[config.mk]
export PLATFORM = sky130hd
export DESIGN_NAME = adc_frame_deframer
export DESIGN_NICKNAME = d
export VERILOG_FILES = /design/src/rtl/adc_frame_deframer.sv
export SDC_FILE = /design/constraint.sdc
export NUM_CORES = 1
export LEC_CHECK = 0
export BUFFER_PORTS_ARGS = -buffer_cell sky130_fd_sc_hd__buf_2
export CAP_MARGIN = 20
export CORE_MARGIN = 8
export CORE_UTILIZATION = 57
export CTS_CLUSTER_SIZE = 28
export DETAILED_ROUTE_END_ITERATION = 8
export PLACE_DENSITY = 0.81
export SYNTH_ARGS = -nofsm -noshare
export SYNTH_HDL_FRONTEND = slang
export SYNTH_SLANG_ARGS = --single-unit
[constraint.sdc]
create_clock -name aclk -period 6 [get_ports aclk]
set_input_delay 0.3 -clock aclk [delete_from_list [all_inputs] [get_ports aclk]]
set_output_delay 0.3 -clock aclk [all_outputs]
set_load 0.02 [all_outputs]
[src/rtl/adc_frame_deframer.sv]
// Strips header/trailer beats from the ADC AXI-Stream frame, forwards payload only,
// and publishes latched counters plus length/short/oversize status once per frame.
module adc_frame_deframer #(
  parameter int DATA_WIDTH  = 64,
  parameter int MAX_PAYLOAD = 4096,
  parameter int CNT_ADJ     = 1
) (
  input  logic                  aclk,
  input  logic                  aresetn,
  input  logic [DATA_WIDTH-1:0] s_axis_tdata,
  input  logic                  s_axis_tvalid,
  input  logic                  s_axis_tlast,
  output logic                  s_axis_tready,
  output logic [DATA_WIDTH-1:0] m_axis_tdata,
  output logic                  m_axis_tvalid,
  output logic                  m_axis_tlast,
  input  logic                  m_axis_tready,
  output logic                  report_valid,
  output logic [31:0]           hdr_glbl,
  output logic [31:0]           hdr_adc,
  output logic [31:0]           trl_glbl,
  output logic [31:0]           trl_adc,
  output logic [31:0]           payload_beats,
  output logic                  len_err,
  output logic                  short_err,
  output logic                  oversize_err,
  output logic [31:0]           frame_count
);

  typedef enum logic [1:0] {S_HDR, S_FIRST, S_PAY, S_DROP} state_t;

  state_t                state_q, state_d;
  logic [DATA_WIDTH-1:0] holdData_q, holdData_d;
  logic [DATA_WIDTH-1:0] outData_q, outData_d;
  logic                  outValid_q, outValid_d;
  logic                  outLast_q, outLast_d;
  logic [31:0]           count_q, count_d;
  logic [31:0]           pendGlbl_q, pendGlbl_d;
  logic [31:0]           pendAdc_q, pendAdc_d;
  logic [31:0]           hdrGlbl_q, hdrGlbl_d;
  logic [31:0]           hdrAdc_q, hdrAdc_d;
  logic [31:0]           trlGlbl_q, trlGlbl_d;
  logic [31:0]           trlAdc_q, trlAdc_d;
  logic [31:0]           payloadBeats_q, payloadBeats_d;
  logic                  lenErr_q, lenErr_d;
  logic                  shortErr_q, shortErr_d;
  logic                  oversizeErr_q, oversizeErr_d;
  logic                  reportValid_q, reportValid_d;
  logic [31:0]           frameCount_q, frameCount_d;

  logic                  accept;
  logic                  doReport;
  logic [31:0]           repHdrGlbl, repHdrAdc, repBeats, expBeats;
  logic                  repShort, repOver;
  logic [31:0]           beatUpper, beatLower;

  assign beatUpper = s_axis_tdata[DATA_WIDTH-1 -: 32];
  assign beatLower = s_axis_tdata[31:0];

  // Only payload forwarding can stall the input; header/trailer/drop beats are always taken.
  assign s_axis_tready = (state_q == S_PAY) ? (!outValid_q || m_axis_tready) : 1'b1;
  assign accept        = s_axis_tvalid && s_axis_tready;

  always_comb begin
    state_d        = state_q;
    holdData_d     = holdData_q;
    outData_d      = outData_q;
    outValid_d     = outValid_q && !m_axis_tready;
    outLast_d      = outLast_q;
    count_d        = count_q;
    pendGlbl_d     = pendGlbl_q;
    pendAdc_d      = pendAdc_q;
    hdrGlbl_d      = hdrGlbl_q;
    hdrAdc_d       = hdrAdc_q;
    trlGlbl_d      = trlGlbl_q;
    trlAdc_d       = trlAdc_q;
    payloadBeats_d = payloadBeats_q;
    lenErr_d       = lenErr_q;
    shortErr_d     = shortErr_q;
    oversizeErr_d  = oversizeErr_q;
    reportValid_d  = 1'b0;
    frameCount_d   = frameCount_q;
    doReport       = 1'b0;
    repHdrGlbl     = pendGlbl_q;
    repHdrAdc      = pendAdc_q;
    repBeats       = count_q;
    repShort       = 1'b0;
    repOver        = 1'b0;
    expBeats       = '0;

    case (state_q)
      S_HDR: begin
        if (accept) begin
          if (s_axis_tlast) begin
            doReport   = 1'b1;
            repHdrGlbl = beatUpper;
            repHdrAdc  = beatLower;
            repBeats   = '0;
            repShort   = 1'b1;
          end else begin
            pendGlbl_d = beatUpper;
            pendAdc_d  = beatLower;
            count_d    = '0;
            state_d    = S_FIRST;
          end
        end
      end
      S_FIRST: begin
        if (accept) begin
          if (s_axis_tlast) begin
            doReport = 1'b1;
            repBeats = '0;
            state_d  = S_HDR;
          end else begin
            holdData_d = s_axis_tdata;
            count_d    = 32'd1;
            state_d    = S_PAY;
          end
        end
      end
      S_PAY: begin
        // Hold is full here; any accepted beat pushes it into the out stage.
        if (accept) begin
          outValid_d = 1'b1;
          outData_d  = holdData_q;
          if (s_axis_tlast) begin
            outLast_d = 1'b1;
            doReport  = 1'b1;
            state_d   = S_HDR;
          end else if (count_q < 32'(MAX_PAYLOAD)) begin
            outLast_d  = 1'b0;
            holdData_d = s_axis_tdata;
            count_d    = count_q + 32'd1;
          end else begin
            outLast_d = 1'b1;
            state_d   = S_DROP;
          end
        end
      end
      S_DROP: begin
        if (accept && s_axis_tlast) begin
          doReport = 1'b1;
          repOver  = 1'b1;
          state_d  = S_HDR;
        end
      end
      default: state_d = S_HDR;
    endcase

    if (doReport) begin
      expBeats       = beatLower - repHdrAdc - 32'(CNT_ADJ);
      hdrGlbl_d      = repHdrGlbl;
      hdrAdc_d       = repHdrAdc;
      trlGlbl_d      = beatUpper;
      trlAdc_d       = beatLower;
      payloadBeats_d = repBeats;
      shortErr_d     = repShort;
      oversizeErr_d  = repOver;
      lenErr_d       = !repShort && !repOver && (repBeats != expBeats);
      reportValid_d  = 1'b1;
      frameCount_d   = frameCount_q + 32'd1;
    end
  end

  always_ff @(posedge aclk or negedge aresetn) begin
    if (!aresetn) begin
      state_q        <= S_HDR;
      holdData_q     <= '0;
      outData_q      <= '0;
      outValid_q     <= 1'b0;
      outLast_q      <= 1'b0;
      count_q        <= '0;
      pendGlbl_q     <= '0;
      pendAdc_q      <= '0;
      hdrGlbl_q      <= '0;
      hdrAdc_q       <= '0;
      trlGlbl_q      <= '0;
      trlAdc_q       <= '0;
      payloadBeats_q <= '0;
      lenErr_q       <= 1'b0;
      shortErr_q     <= 1'b0;
      oversizeErr_q  <= 1'b0;
      reportValid_q  <= 1'b0;
      frameCount_q   <= '0;
    end else begin
      state_q        <= state_d;
      holdData_q     <= holdData_d;
      outData_q      <= outData_d;
      outValid_q     <= outValid_d;
      outLast_q      <= outLast_d;
      count_q        <= count_d;
      pendGlbl_q     <= pendGlbl_d;
      pendAdc_q      <= pendAdc_d;
      hdrGlbl_q      <= hdrGlbl_d;
      hdrAdc_q       <= hdrAdc_d;
      trlGlbl_q      <= trlGlbl_d;
      trlAdc_q       <= trlAdc_d;
      payloadBeats_q <= payloadBeats_d;
      lenErr_q       <= lenErr_d;
      shortErr_q     <= shortErr_d;
      oversizeErr_q  <= oversizeErr_d;
      reportValid_q  <= reportValid_d;
      frameCount_q   <= frameCount_d;
    end
  end

  assign m_axis_tdata  = outData_q;
  assign m_axis_tvalid = outValid_q;
  assign m_axis_tlast  = outLast_q;
  assign report_valid  = reportValid_q;
  assign hdr_glbl      = hdrGlbl_q;
  assign hdr_adc       = hdrAdc_q;
  assign trl_glbl      = trlGlbl_q;
  assign trl_adc       = trlAdc_q;
  assign payload_beats = payloadBeats_q;
  assign len_err       = lenErr_q;
  assign short_err     = shortErr_q;
  assign oversize_err  = oversizeErr_q;
  assign frame_count   = frameCount_q;

endmodule

==> out/metrics.yaml <==
clocking:
  cts.sinks: 424
  cts_tree: "built"
  post_cts_buffers: 0
  hold_buffers: 52
  cts_buffers: 43
  clock_latency_ps: 590
  htree_num_levels: 2
  ctsRootBufferMaster: "clkbuf_16"
  ctsResizeCount: 0
  cts_buffer_depth: 3
  clk_pin_slew_worst_paths_ps: 70
global_route:
  grt_first_pass_wirelength_um: 94000
  grt_most_used_layer: "met2"
  first_global_vias: 16800
  gr-total-overflow: 0
  antenna_found_initial: 1
  use_met1_pct: 35.6
  grt_max_degree: 170
  met2_usage_pct: 48.0
  met3_usage_pct: 7.28
  grtUsageTotal_pct: 28.7
yosys:
  synth_edf_count: 0
  synth_top_family_by_area: "simple AND/OR/NAND/NOR gates"
  synth_fa_ha_area_share_pct: 2.14
  yosys.area.top_type_share_pct: 53.6
  synthMuxAreaShare_pct: 14.4
  synth.area.top_cells: "dfrtp_1 (54%), mux2_2 (11%), nand2_1 (7.7%)"
  yosysWarnings: 0
  async_flop_share_pct: 100
  synth_commonest_cells: "dfrtp_1 (424), nand2_1 (406), mux2_2 (188)"
  synth.most_common_cell: "dfrtp_1"
  synth_compound_area_share_pct: 9.27
  syn_inst: 1887
  synth-seq-cells: 424
  synth_seq_area_share_pct: 53.6
  synth_flop_cell: "dfrtp_1"
  ys_types: 76
  synthXorXnorAreaFrac_pct: 3.45
  synth-simple-area-share_pct: 14.6
  yosys.area.top_type: "dfrtp_1"
  syn_nets: 1989
  syn-cell-area_um2: 19800
  synth.avg_cell_area_um2: 10.5
setup_path:
  r2r_setup_slack_ps: 950
  worstSetupEndpointType: "register"
  start_kind: "register"
  critPathArrivalTime_ps: 5500
  crit_path_max_fanout: 19
  required_ps: 6450
  path_class: "reg2reg"
cells_and_area:
  fin_util_pct: 69.4
  area_growth_pct: 20.5
  fin_nets: 2330
  drive_gt1_share_pct: 27.8
worst_hold_path:
  hp-class: "in2reg"
detailed_routing:
  drc: 0
  ant_nets: 0
  routed_wl_um: 59100
  wl_per_cell_um: 21.7
  drtIter0Drc: 1180
  num_vias: 15997
  drt_pass1_iterations: 9
  avgViaCountPerCell: 5.89
pwr:
  seqPwrFrac_pct: 35.9
  p_comb_share_pct: 40.6
  internal-power_mw: 7.41
  swShare_pct: 38.9
  power_density_nw_per_um2: 509
  power.total_mw: 12.1
  p_leak_nw: 11.6
  peakVddDrop_uv: 381
  pwr-share-clk_pct: 23.5
  p_sw_mw: 4.73
timing:
  max_clock_freq_ghz: 0.198
  tns_ps: 0
  fin_crit_sh_pct: 84.2
  hold_viol_final: 0
  hold_slack_ps: 24.7
  layout_setup_ws_ps: 947
  setup_viol: 0
  skew_ps: 25.5
  worst_pin_slew_ps: 1120
  relSlewSlack_pct: 25.1
  fin_crit_ps: 5050
  report.final.slew_viol_count: 0
  rsz0062_at_grt: "no"
outcome:
  status: "completed"
floorplan:
  pin_count: 332
  die_area_um2: 40900
  die_y_um: 202
  initial_core_util_pct: 57.6
  rows: 68
  die_width_um: 202
  core_region_area_um2: 34400
place:
  gp_congestion: 0.935
  place_ws_ps: 1000
  io_buffers: 331
  dp_hpwl_um: 40400
run:
  cap_viol_max_count: 0
## cell families after synthesis
family | after synthesis
simple gates | 654
flops | 424
compound gates | 308
mux | 261
buf+inv | 129
xor+xnor | 77
fa+ha+maj | 34
## stage by stage
stage          instances  cell area (µm²)
2_1_floorplan       1887            19800
3_3_place_gp        2586            21800
3_5_place_dp        2586            21800
4_1_cts             2717            23900
5_1_grt             2718            23900
6_report            2718            23900
## power groups by stage
stage / Sequential [mW] / Combinational [mW] / Clock (mW)
finish: 4.35 / 4.93 / 2.86
global route: 4.45 / 5.32 / 3.01
CTS: 4.33 / 4.90 / 2.90
detailed placement: 4.35 / 4.83 / 0
global placement: 4.29 / 4.77 / 0
floorplan: 4.84 / 2.66 / 0
## state kept, by name (all words and copies together) (netlist names)
register and cells:
m_axis_tlast 1, trl_glbl 32, m_axis_tvalid 1, hdr_glbl 32, pendAdc_q 32, oversize_err 1
trl_adc 32, holdData_q 64, payload_beats 32, len_err 1, short_err 1, state_q 2
m_axis_tdata 64, report_valid 1, pendGlbl_q 32, frame_count 32, count_q 32, hdr_adc 32
## cell type report
cell class	instances	area, µm²
Clock inverter	19	270
Inverter	25	95.1
Timing Repair Buffer	400	2330
Antenna cell	1	2.50
Clock buffer	60	1250
Fill cell	2510	10500
Sequential cell	424	10600
Multi-Input combinational cell	1334	8730
Tap cell	455	569
## cells in the final DEF (no fill, tap or decap), types with 4 or more instances in the layout
master         Yosys  layout
xnor2_1           43      43
and4_1             5       5
xor2_1            33      33
dfrtp_1          424     424
buf_2             11     330
mux2i_1           73      73
ha_1              33      32
o22ai_1            4       4
o21ai_0          135     135
clkinv_2           0       9
clkbuf_16          0      44
buf_4              2      16
inv_1             23      23
nor2b_1           12      12
and3_1            22      22
a31oi_1           19      19
o31ai_1            9       9
a2111oi_0          4       4
nand2_1          406     405
clkbuf_1          82       7
a21oi_1           61      61
a21o_1            11      11
nor4_1            13      13
o21ai_1            7       7
nand2b_1           7       6
mux2_2           188     188
clkbuf_8           0       9
a22oi_1            5       5
nand3_1           40      38
o211ai_1           5       5
or3_1              4       4
bufinv_16          0       6
nor3_1            13      13
nand4_1           26      26
o21bai_1           5       5
a211oi_1           6       6
nor2_1            78      78
dlygate4sd3_1      0      52
and2_1             8       8
## worst max-delay path, stage by stage, from the launching register on
cell	delay, ps
dfrtp_1	410
inv_1	170
ha_1	490
and3b_1	350
buf_4	280
inv_2	90
nand2_1	290
mux2i_1	280
ha_1	320
a21oi_1	240
o21ai_0	300
a21oi_1	330
o31ai_1	120
a31oi_1	240
o22ai_1	140
a2111oi_0	300
nand4_1	140
nor4_1	310
a31oi_1	120
## layer usage
| metal | vias to the layer above | share of wire, % |
|---|---|---|
| met5 | - | 0 |
| met1 | 7983 | 41 |
| met3 | 133 | 7.7 |
| li1 | 7263 | - |
| met4 | 0 | 3.1 |
| met2 | 618 | 49 |
## worst paths after layout
kind	startpoint	endpoint	cells past startpoint
min in group asynchronous	aresetn	trl_adc[13]	2
setup reg to reg	state_q[0]	len_err	18
hold / removal	s_axis_tdata[10]	trl_adc[10]	3
max in group asynchronous	aresetn	holdData_q[39]	3
setup / recovery	state_q[0]	len_err	18
hold reg to reg	frame_count[31]	frame_count[31]	1
No activity file was read; power rests on OpenSTA's default activity.
